**src/rtl/nmc_read_pkg.sv**
```systemverilog
// Shared definitions for the near-memory-compute read path.
//   - FSM state encodings for the burst read sequencer
//   - burst mode constants (column / row)
//   - default row stride
package nmc_read_pkg;

  // Sequencer states
  localparam logic [1:0] StIdle  = 2'd0;
  localparam logic [1:0] StSense = 2'd1;
  localparam logic [1:0] StPush  = 2'd2;
  localparam logic [1:0] StDone  = 2'd3;

  // Burst modes
  localparam logic MODE_COL = 1'b0;  // stride 1, full word
  localparam logic MODE_ROW = 1'b1;  // stride ROW_STRIDE, word LSB forced to 0

  localparam int unsigned DEFAULT_ROW_STRIDE = 128;

endpackage

```
**src/rtl/sa_watchdog.sv**
```systemverilog
// Sense-amplifier watchdog counter.
// Counts enabled cycles from 0 and flags 'expired' once the count reaches TIMEOUT-1;
// the count then holds until cleared.
// Ports:
//   sys_clk  - clock
//   rst_n    - asynchronous active-low reset
//   clear    - synchronous clear to 0 (wins over enable)
//   enable   - count this cycle
//   expired  - count == TIMEOUT-1
module sa_watchdog #(
  parameter int unsigned TIMEOUT = 64
) (
  input  logic sys_clk,
  input  logic rst_n,
  input  logic clear,
  input  logic enable,
  output logic expired
);

  localparam int unsigned CntW = (TIMEOUT > 2) ? $clog2(TIMEOUT) : 1;

  logic [CntW-1:0] count_q, count_d;

  assign expired = (count_q == CntW'(TIMEOUT - 1));

  always_comb begin
    count_d = count_q;
    if (clear) begin
      count_d = '0;
    end else if (enable && !expired) begin
      count_d = count_q + CntW'(1);
    end
  end

  always_ff @(posedge sys_clk or negedge rst_n) begin
    if (!rst_n) begin
      count_q <= '0;
    end else begin
      count_q <= count_d;
    end
  end

endmodule

```
**src/rtl/read_burst_fsm.sv**
```systemverilog
// Burst read sequencer: on start, issues burst_len sense-amplifier reads at stride 1 (column
// mode) or ROW_STRIDE (row mode), returning each word over a valid/ready handshake. A
// watchdog aborts the burst if the SA does not answer within SA_TIMEOUT cycles.
// Ports:
//   sys_clk, rst_n          - clock, asynchronous active-low reset
//   sys_en                  - block enable; low forces IDLE
//   start, mode, init_addr, burst_len - burst request (sampled in IDLE only)
//   sa_done, sa_data        - SA result
//   sa_en, address          - SA sense enable and decoder address
//   out_valid, out_ready, data_out, out_addr - word return handshake
//   busy, done, timeout_err - status (done is a one-cycle pulse, timeout_err is sticky)
module read_burst_fsm
  import nmc_read_pkg::*;
#(
  parameter int unsigned DATA_W     = 9,
  parameter int unsigned ADDR_W     = 21,
  parameter int unsigned LEN_W      = 8,
  parameter int unsigned ROW_STRIDE = DEFAULT_ROW_STRIDE,
  parameter int unsigned SA_TIMEOUT = 64
) (
  input  logic              sys_clk,
  input  logic              rst_n,
  input  logic              sys_en,
  input  logic              start,
  input  logic              mode,
  input  logic [ADDR_W-1:0] init_addr,
  input  logic [LEN_W-1:0]  burst_len,
  input  logic              sa_done,
  input  logic [DATA_W-1:0] sa_data,
  output logic              sa_en,
  output logic [ADDR_W-1:0] address,
  output logic              out_valid,
  input  logic              out_ready,
  output logic [DATA_W-1:0] data_out,
  output logic [ADDR_W-1:0] out_addr,
  output logic              busy,
  output logic              done,
  output logic              timeout_err
);

  logic [1:0]        state_q, state_d;
  logic [ADDR_W-1:0] addr_q, addr_d;
  logic [LEN_W-1:0]  len_q, len_d;
  logic              mode_q, mode_d;
  logic [DATA_W-1:0] data_q, data_d;
  logic [ADDR_W-1:0] oaddr_q, oaddr_d;
  logic              terr_q, terr_d;
  logic              sa_en_q, valid_q, busy_q, done_q;
  logic              wd_expired;

  // Watchdog counts SENSE cycles only; leaving SENSE re-arms it for the next word.
  sa_watchdog #(
    .TIMEOUT (SA_TIMEOUT)
  ) u_sa_watchdog (
    .sys_clk (sys_clk),
    .rst_n   (rst_n),
    .clear   (state_q != StSense),
    .enable  (state_q == StSense),
    .expired (wd_expired)
  );

  always_comb begin
    state_d = state_q;
    addr_d  = addr_q;
    len_d   = len_q;
    mode_d  = mode_q;
    data_d  = data_q;
    oaddr_d = oaddr_q;
    terr_d  = terr_q;

    if (!sys_en) begin
      state_d = StIdle;
    end else begin
      unique case (state_q)
        StIdle: begin
          if (start) begin
            addr_d  = init_addr;
            len_d   = burst_len;
            mode_d  = mode;
            terr_d  = 1'b0;
            state_d = (burst_len == '0) ? StDone : StSense;
          end
        end
        StSense: begin
          // A word arriving on the last watchdog cycle still counts.
          if (sa_done) begin
            data_d = sa_data;
            if (mode_q == MODE_ROW) begin
              data_d[0] = 1'b0;
            end
            oaddr_d = addr_q;
            state_d = StPush;
          end else if (wd_expired) begin
            terr_d  = 1'b1;
            state_d = StDone;
          end
        end
        StPush: begin
          if (out_ready) begin
            addr_d  = addr_q + ((mode_q == MODE_ROW) ? ADDR_W'(ROW_STRIDE) : ADDR_W'(1));
            len_d   = len_q - LEN_W'(1);
            state_d = (len_q <= LEN_W'(1)) ? StDone : StSense;
          end
        end
        StDone: begin
          state_d = StIdle;
        end
        default: begin
          state_d = StIdle;
        end
      endcase
    end
  end

  always_ff @(posedge sys_clk or negedge rst_n) begin
    if (!rst_n) begin
      state_q <= StIdle;
      addr_q  <= '0;
      len_q   <= '0;
      mode_q  <= MODE_COL;
      data_q  <= '0;
      oaddr_q <= '0;
      terr_q  <= 1'b0;
      sa_en_q <= 1'b0;
      valid_q <= 1'b0;
      busy_q  <= 1'b0;
      done_q  <= 1'b0;
    end else begin
      state_q <= state_d;
      addr_q  <= addr_d;
      len_q   <= len_d;
      mode_q  <= mode_d;
      data_q  <= data_d;
      oaddr_q <= oaddr_d;
      terr_q  <= terr_d;
      // Status outputs are registered copies of the next-state decode.
      sa_en_q <= (state_d == StSense);
      valid_q <= (state_d == StPush);
      busy_q  <= (state_d != StIdle);
      done_q  <= (state_d == StDone);
    end
  end

  assign sa_en       = sa_en_q;
  assign address     = addr_q;
  assign out_valid   = valid_q;
  assign data_out    = data_q;
  assign out_addr    = oaddr_q;
  assign busy        = busy_q;
  assign done        = done_q;
  assign timeout_err = terr_q;

endmodule

```
**config.mk**
```make
export PLATFORM = sky130hd
export DESIGN_NAME = read_burst_fsm
export DESIGN_NICKNAME = d
export VERILOG_FILES = /design/src/rtl/nmc_read_pkg.sv /design/src/rtl/sa_watchdog.sv /design/src/rtl/read_burst_fsm.sv
export SDC_FILE = /design/constraint.sdc
export NUM_CORES = 1
export LEC_CHECK = 0
export ABC_AREA = 1
export CAP_MARGIN = 30
export CORE_ASPECT_RATIO = 1.5
export CORE_MARGIN = 4
export CORE_UTILIZATION = 30
export CTS_CLUSTER_SIZE = 28
export DETAILED_ROUTE_END_ITERATION = 8
export PLACE_DENSITY_LB_ADDON = 0.25
export SYNTH_ARGS = -nofsm -noshare
export SYNTH_HDL_FRONTEND = slang
export SYNTH_SLANG_ARGS = --single-unit
```
**constraint.sdc**
```tcl
create_clock -name sys_clk -period 1.9 [get_ports sys_clk]
set_input_delay 0.38 -clock sys_clk [delete_from_list [all_inputs] [get_ports sys_clk]]
set_output_delay 0.38 -clock sys_clk [all_outputs]
set_load 0.1 [all_outputs]
```
==> summary.txt, run 1 <==
Synth
  • Count of different cell masters after synthesis: 30
  • Top cell type by total area after synthesis: dfrtp_1
  • Compound-Gate Fraction of Synth Area: 0.119
  • Synth area leaders: dfrtp_1 (47%), nand2_1 (17%), o21ai_0 (6.2%)
  • Ys async rst share: 1.00
  • Post-Synth XOR/XNOR Area: 0.0159
  • Syn Std Cell Area: around 3900 um2
  • Most instantiated cells after synthesis: nand2_1 (170), dfrtp_1 (73), nor2_1 (57)
  • Post-synth EDFFs: 0
  • Largest family of logic cells by synthesized area: simple AND/OR/NAND/NOR gates
  • Syn_nets: 564
  • Simple-gate share of the synthesized area: 0.294
  • Sequential area share after synthesis: 0.473
  • Synth warnings: 0
  • Cells after synthesis: 513
  • Adder-Cell Fraction of Synth Area: 0.0194
  • Share of the synthesized area in the top cell type: 0.473
  • Syn Area/Cell: 7.52 um2
  • Top_reg_cell synth: dfrtp_1
  • Mux share of post-synthesis cell area: 0
  • Synth Register Bits: 73
  • Count leader, synth: nand2_1

Setup path
  • Data arrival, critical path: 2000 ps
  • Crit path buffers/inverters: 3
  • Crit path cell chain: inv_2 -> ha_4 -> ha_2 -> nand2_1 -> nor2_4 -> buf_4 -> inv_1 -> nor2_1 -> xor2_1 -> nor2_1 -> o22ai_1
  • CP top delay family: simple AND/OR/NAND/NOR gates
  • Crit path kind: reg2reg
  • Most used cell, CP: nor2_1
  • CP max FO: 3
  • Req. time, crit path: 2150 ps
  • Setup slack, reg-to-reg: 150 ps
  • CP max-delay cell: dfrtp_1
  • CP max stage delay: 400 ps
  • Worst setup SP type: register
  • CP Capture Type: register

Timing
  • Fin crit share: 0.921
  • Fin crit period: ~1700 ps
  • Final Slew Violations: 0
  • Final setup fails: 0
  • Worst Tran Pin Value: 709 ps
  • Fmax: around 570 MHz
  • Hold Vio Cnt, Final: 0
  • Setup TNS: 0 ps
  • RSZ-0062 raised after global routing: no
  • Max transition margin: 0.527
  • PnR worst setup slack: 151 ps
  • Clk_skew: 6.49 ps

Drt
  • Iter 0 DRT Violations: 176
  • Post-route ant nets: 0
  • DR vias/cell: ~4.7
  • DR WL/cell: 14.3 um
  • # DRC: 0
  • Post-Route WL: 11200 um
  • Via count: 3640
  • First-pass DRT Iterations: 5

Place
  • HPWL Detailed: around 8300 um
  • RePlAce Congestion: 0.890
  • Dpl cell area: 5480 um2
  • PortBufs: 100
  • Pre-CTS WS: -55.4 ps

Clock network
  • Reg clk slew, reported paths: around 60 ps
  • Post-CTS Repair Setup Buffers: 0
  • Max Root-Sink Buffers: 2
  • H-Tree Depth: 3
  • CTS tree: built
  • Total CTS buffers: 9
  • Sink Count: 73
  • Clock latency on the worst-skew pair: roughly 330 ps
  • CTS Root Cell: clkbuf_16

Cells and area
  • P&R area growth vs syn: 50.6%
  • Multi-input gate area: 1770 um2
  • Filler Cells Inserted: 1240
  • Nets: 670
  • Final instance area: roughly 5800 um2
  • # diodes: 0
  • Sequential cell area: 1850 um2
  • Share of cells above drive strength 1: 0.192

Global routing
  • Total GRT Usage: 0.155
  • Antenna violations before repair: 0
  • Overflow after GRT: 0
  • First-pass GRT wire length: around 18000 um
  • Vias in the first global route: 3682
  • Pin count of the biggest net entering global routing: 57

Outcome
  • Status: completed

Floorplanning
  • IO Count: about 100
  • Die Area: 14800 um2
  • DIE HEIGHT: 147 um
  • Rows: 50
  • Core Box Area: 12600 um2
  • Initial Util: 0.307
  • Die X: 101 um

Job
  • Number of max-cap violations: 0

Min path
  • Min-delay worst type: in2async
==> logic make-up (layout without fill, tap and decap cells) <==
family | count (synthesis) | after routing
AND/OR/NAND/NOR | 278 | 278
flip-flops | 73 | 73
adder cells (fa/ha/maj) | 6 | 6
buffers and inverters | 68 | 179
AO/OA/AOI/OAI | 81 | 81
XOR/XNOR | 7 | 7
==> path summary, 6_finish.rpt <==
kind                               end         from  cells past startpoint
setup reg to reg            address[6]       mode_q                     11
hold / removal             out_addr[8]        rst_n                      2
min in group sys_clk       out_addr[8]  out_addr[8]                      2
max in group asynchronous   address[0]        rst_n                      3
setup / recovery            address[6]       mode_q                     11
hold reg to reg            out_addr[8]  out_addr[8]                      2
==> state kept, by name (all words and copies together), names as in the netlist, 2 cells and up <==
name / flops
address: 21
data_out: 9
len_q: 8
out_addr: 21
state_q: 2
u_sa_watchdog.count_q: 6
==> stage by stage <==
step / std cells / util / hold slack (ps)
after floorplan: 513 / - / 84.4
after global placement: 763 / 0.436 / 267
after detailed placement: 763 / 0.436 / 274
after CTS: 780 / 0.460 / 464
after global routing: 780 / 0.462 / 492
final: 780 / 0.462 / 463
==> repair_timing <==
action                                 4_1_cts  5_1_grt
endpoints found under the hold margin       17        0
hold buffers                                 1        0
resized for setup                            0        8
setup endpoints to repair                    0        8
==> per-layer routing <==
| metal | vias up | global-route usage | part of all wire |
|---|---|---|---|
| met5 | - | 0 | 0 |
| met4 | 0 | 0.0654 | 0.021 |
| met3 | 16 | 0.0285 | 0.042 |
| met2 | 92 | 0.275 | 0.52 |
| met1 | 1682 | 0.178 | 0.41 |
| li1 | 1850 | - | - |
==> layout by cell type (no fill, tap or decap), types with 5 or more instances in the layout <==
cell type	instances
a21oi_1	12
buf_12	45
buf_4	23
clkbuf_16	9
clkdlybuf4s50_1	43
dfrtp_1	58
dfrtp_2	14
inv_1	46
inv_2	5
nand2_1	168
nand3_1	33
nand4_1	5
nor2_1	56
o21ai_0	47
o21ai_1	6
o22ai_1	6
xor2_1	5
==> final cells by class <==
cell class | instances | share of cell area
Clock inverter | 6 | 0.00990
Multi-Input combinational cell | 372 | 0.304
Clock buffer | 10 | 0.0411
Tap cell | 156 | 0.0336
Inverter | 51 | 0.0329
Timing Repair Buffer | 112 | 0.260
Sequential cell | 73 | 0.318
Power of run 1 is not shown: default switching activity piles up to over one toggle a cycle in this logic, so the estimate is an artifact.
==> inputs of run 2 (changes only) <==
- CAP_MARGIN: 30 -> 10
==> results of run 2 <==
No change in the layout: final DEF, timing and power equal those of run 1.
Power of run 2 is left out for the same reason.
==> patch: new RTL, flow settings as in run 2 <==
Take the reset off `addr_q`, `data_q` and `oaddr_q` and load them in a clocked block of their own.
--- a/src/rtl/read_burst_fsm.sv
+++ b/src/rtl/read_burst_fsm.sv
@@ -115,11 +115,8 @@
   always_ff @(posedge sys_clk or negedge rst_n) begin
     if (!rst_n) begin
       state_q <= StIdle;
-      addr_q  <= '0;
       len_q   <= '0;
       mode_q  <= MODE_COL;
-      data_q  <= '0;
-      oaddr_q <= '0;
       terr_q  <= 1'b0;
       sa_en_q <= 1'b0;
       valid_q <= 1'b0;
@@ -127,11 +124,8 @@
       done_q  <= 1'b0;
     end else begin
       state_q <= state_d;
-      addr_q  <= addr_d;
       len_q   <= len_d;
       mode_q  <= mode_d;
-      data_q  <= data_d;
-      oaddr_q <= oaddr_d;
       terr_q  <= terr_d;
       // Status outputs are registered copies of the next-state decode.
       sa_en_q <= (state_d == StSense);
@@ -139,6 +133,12 @@
       busy_q  <= (state_d != StIdle);
       done_q  <= (state_d == StDone);
     end
+  end
+
+  always_ff @(posedge sys_clk) begin
+    addr_q  <= addr_d;
+    data_q  <= data_d;
+    oaddr_q <= oaddr_d;
   end
 
   assign sa_en       = sa_en_q;
Check against the original RTL: not equivalent (Yosys sat finds a counterexample within 4 cycles, from zero or initial values and one cycle with rst_n low).
==> patch against run 2 <==
Wire length decreased by 16%; final cell count decreased by 15%; final area fell by 6.5%; sequential cell count did not move; synthesized cell count decreased by 24%; area after synthesis is 6.8% lower; setup slack got worse by 0.022 ns; critical endpoint is now address[20]; largest cell class unchanged; highest routed layer unchanged.
==> patch: results (changes against run 2) <==
metric,value,unit,change
Hold WS,0.392,ns,was 0.463 ns
sequential element share of the synthesized area,0.579,,was 0.473
post-synth cell types,32,,was 30
Num CTS Buffers,9,,unchanged
Reg2Reg Depth,9,,was 11
post-place setup slack,0.0641,ns,was -0.0554 ns
Placed Cells,648,,was 763
Synth area leaders,"edfxtp_1 (43%), dfrtp_1 (15%), nand2_1 (11%)",,"was dfrtp_1 (47%), nand2_1 (17%), o21ai_0 (6.2%)"
WL met2,5030,um,was 5840 um
largest net degree at the start of global routing,31,,was 57
Total Routing Usage GR,0.140,,was 0.155
number of synthesized flops with an enable pin,51,,was 0
adder-cell share of the synthesized area,0.0209,,was 0.0194
placed wire-length estimate,7220,um,was 8300 um
setup skew after layout,0.00482,ns,was 0.00649 ns
placed inst area,5130,um2,was 5480 um2
class of the worst hold path,in -> async,,unchanged
Placer Congestion,0.821,,was 0.890
WL met3,731,um,was 473 um
worst reg2reg path endpoint,address[20],,was address[6]
port buffer count,100,,unchanged
post-synthesis compound-gate area fraction,0.0790,,was 0.119
status,"complete, no violations",,unchanged
DRT Pass-1 Iters,4,,was 5
arrival time worst endpoint,1.86,ns,was 2.00 ns
Mapped Nets,440,,was 564
Iter 0 DRT Violations,98,,was 176
met1 WL,3520,um,was 4600 um
max incr delay on CP,0.38,ns,was 0.40 ns
"critical path fanouts, max",9,,was 3
Worst-Margin Slew,0.522,ns,was 0.709 ns
routing usage on met3,0.0436,,was 0.0285
met2 usage,0.264,,was 0.275
Main synth FF type,edfxtp_1,,was dfrtp_1
vias in the first global route,3183,,was 3682
vias per inst,4.65,,was 4.67
Post-synth top cells,"nand2_1 (103), edfxtp_1 (51), nor2_1 (47)",,"was nand2_1 (170), dfrtp_1 (73), nor2_1 (57)"
Syn Area/Cell,9.25,um2,was 7.52 um2
via count,3095,,was 3640
# fillers,1141,,was 1240
asr flop ratio synth,0.301,,was 1.00
layout cells sized above 1,0.254,,was 0.192
Routed wire per std cell,14.1,um,was 14.3 um
first-pass GRT wire length,15300,um,was 18000 um
Reg2Reg Setup Slack,0.13,ns,was 0.15 ns
XOR/XNOR Fraction of Synth Area,0.0146,,was 0.0159
met1 Use GR,0.147,,was 0.178
nets,561,,was 670
## patch: cell types whose count changed in the layout (fill, tap and decap cells not counted), moves of 8 or more
| cell | run 2 | this run |
|---|---|---|
| buf_4 | 23 | 47 |
| o21ai_0 | 47 | 13 |
| inv_1 | 46 | 38 |
| dfrtp_1 | 58 | 22 |
| nor2_1 | 56 | 42 |
| nand2_1 | 168 | 100 |
| dfrtp_2 | 14 | 0 |
| buf_12 | 45 | 26 |
| edfxtp_1 | 0 | 51 |
## patch: worst max-delay path by stage
stage | slack, ns | depth (start not counted) | end | start
after floorplan | -0.39 | 9 | address[14] | address[0]
after global placement | 0.13 | 8 | len_q[7] | sys_en
after detailed placement | 0.06 | 10 | address[20] | mode_q
after CTS | 0.06 | 10 | address[20] | mode_q
after global routing | 0.01 | 9 | address[18] | mode_q
final | 0.13 | 9 | address[20] | mode_q
## patch: what timing repair did
item                                    CTS  global route
resized for setup                         0             2
setup buffers                             0             1
endpoints found under the setup margin    0             5
## patch: where the power goes
part	switching (mW)	internal [mW]	total, mW
clock	0.649	1.01	1.66
sequential	0.260	2.04	2.30
combinational	1.84	0.905	2.75
## patch: layout make-up
type                    count  area, um2  share of cell area
flip-flops and latches     73       2080               0.383
inverters                  46        175              0.0322
repair buffers            117       1310               0.242
multi-input cells         263       1380               0.254
well taps                 150        188              0.0345
clock inverters             7       71.3              0.0131
clock buffers               9        225              0.0414
## patch: cells by family after synthesis
group | count (synthesis)
buffers and inverters | 53
xor gates and xnor gates | 6
and+or+nand+nor | 206
DFF | 73
adders and majority gates | 6
AOI/OAI and AO/OA | 45
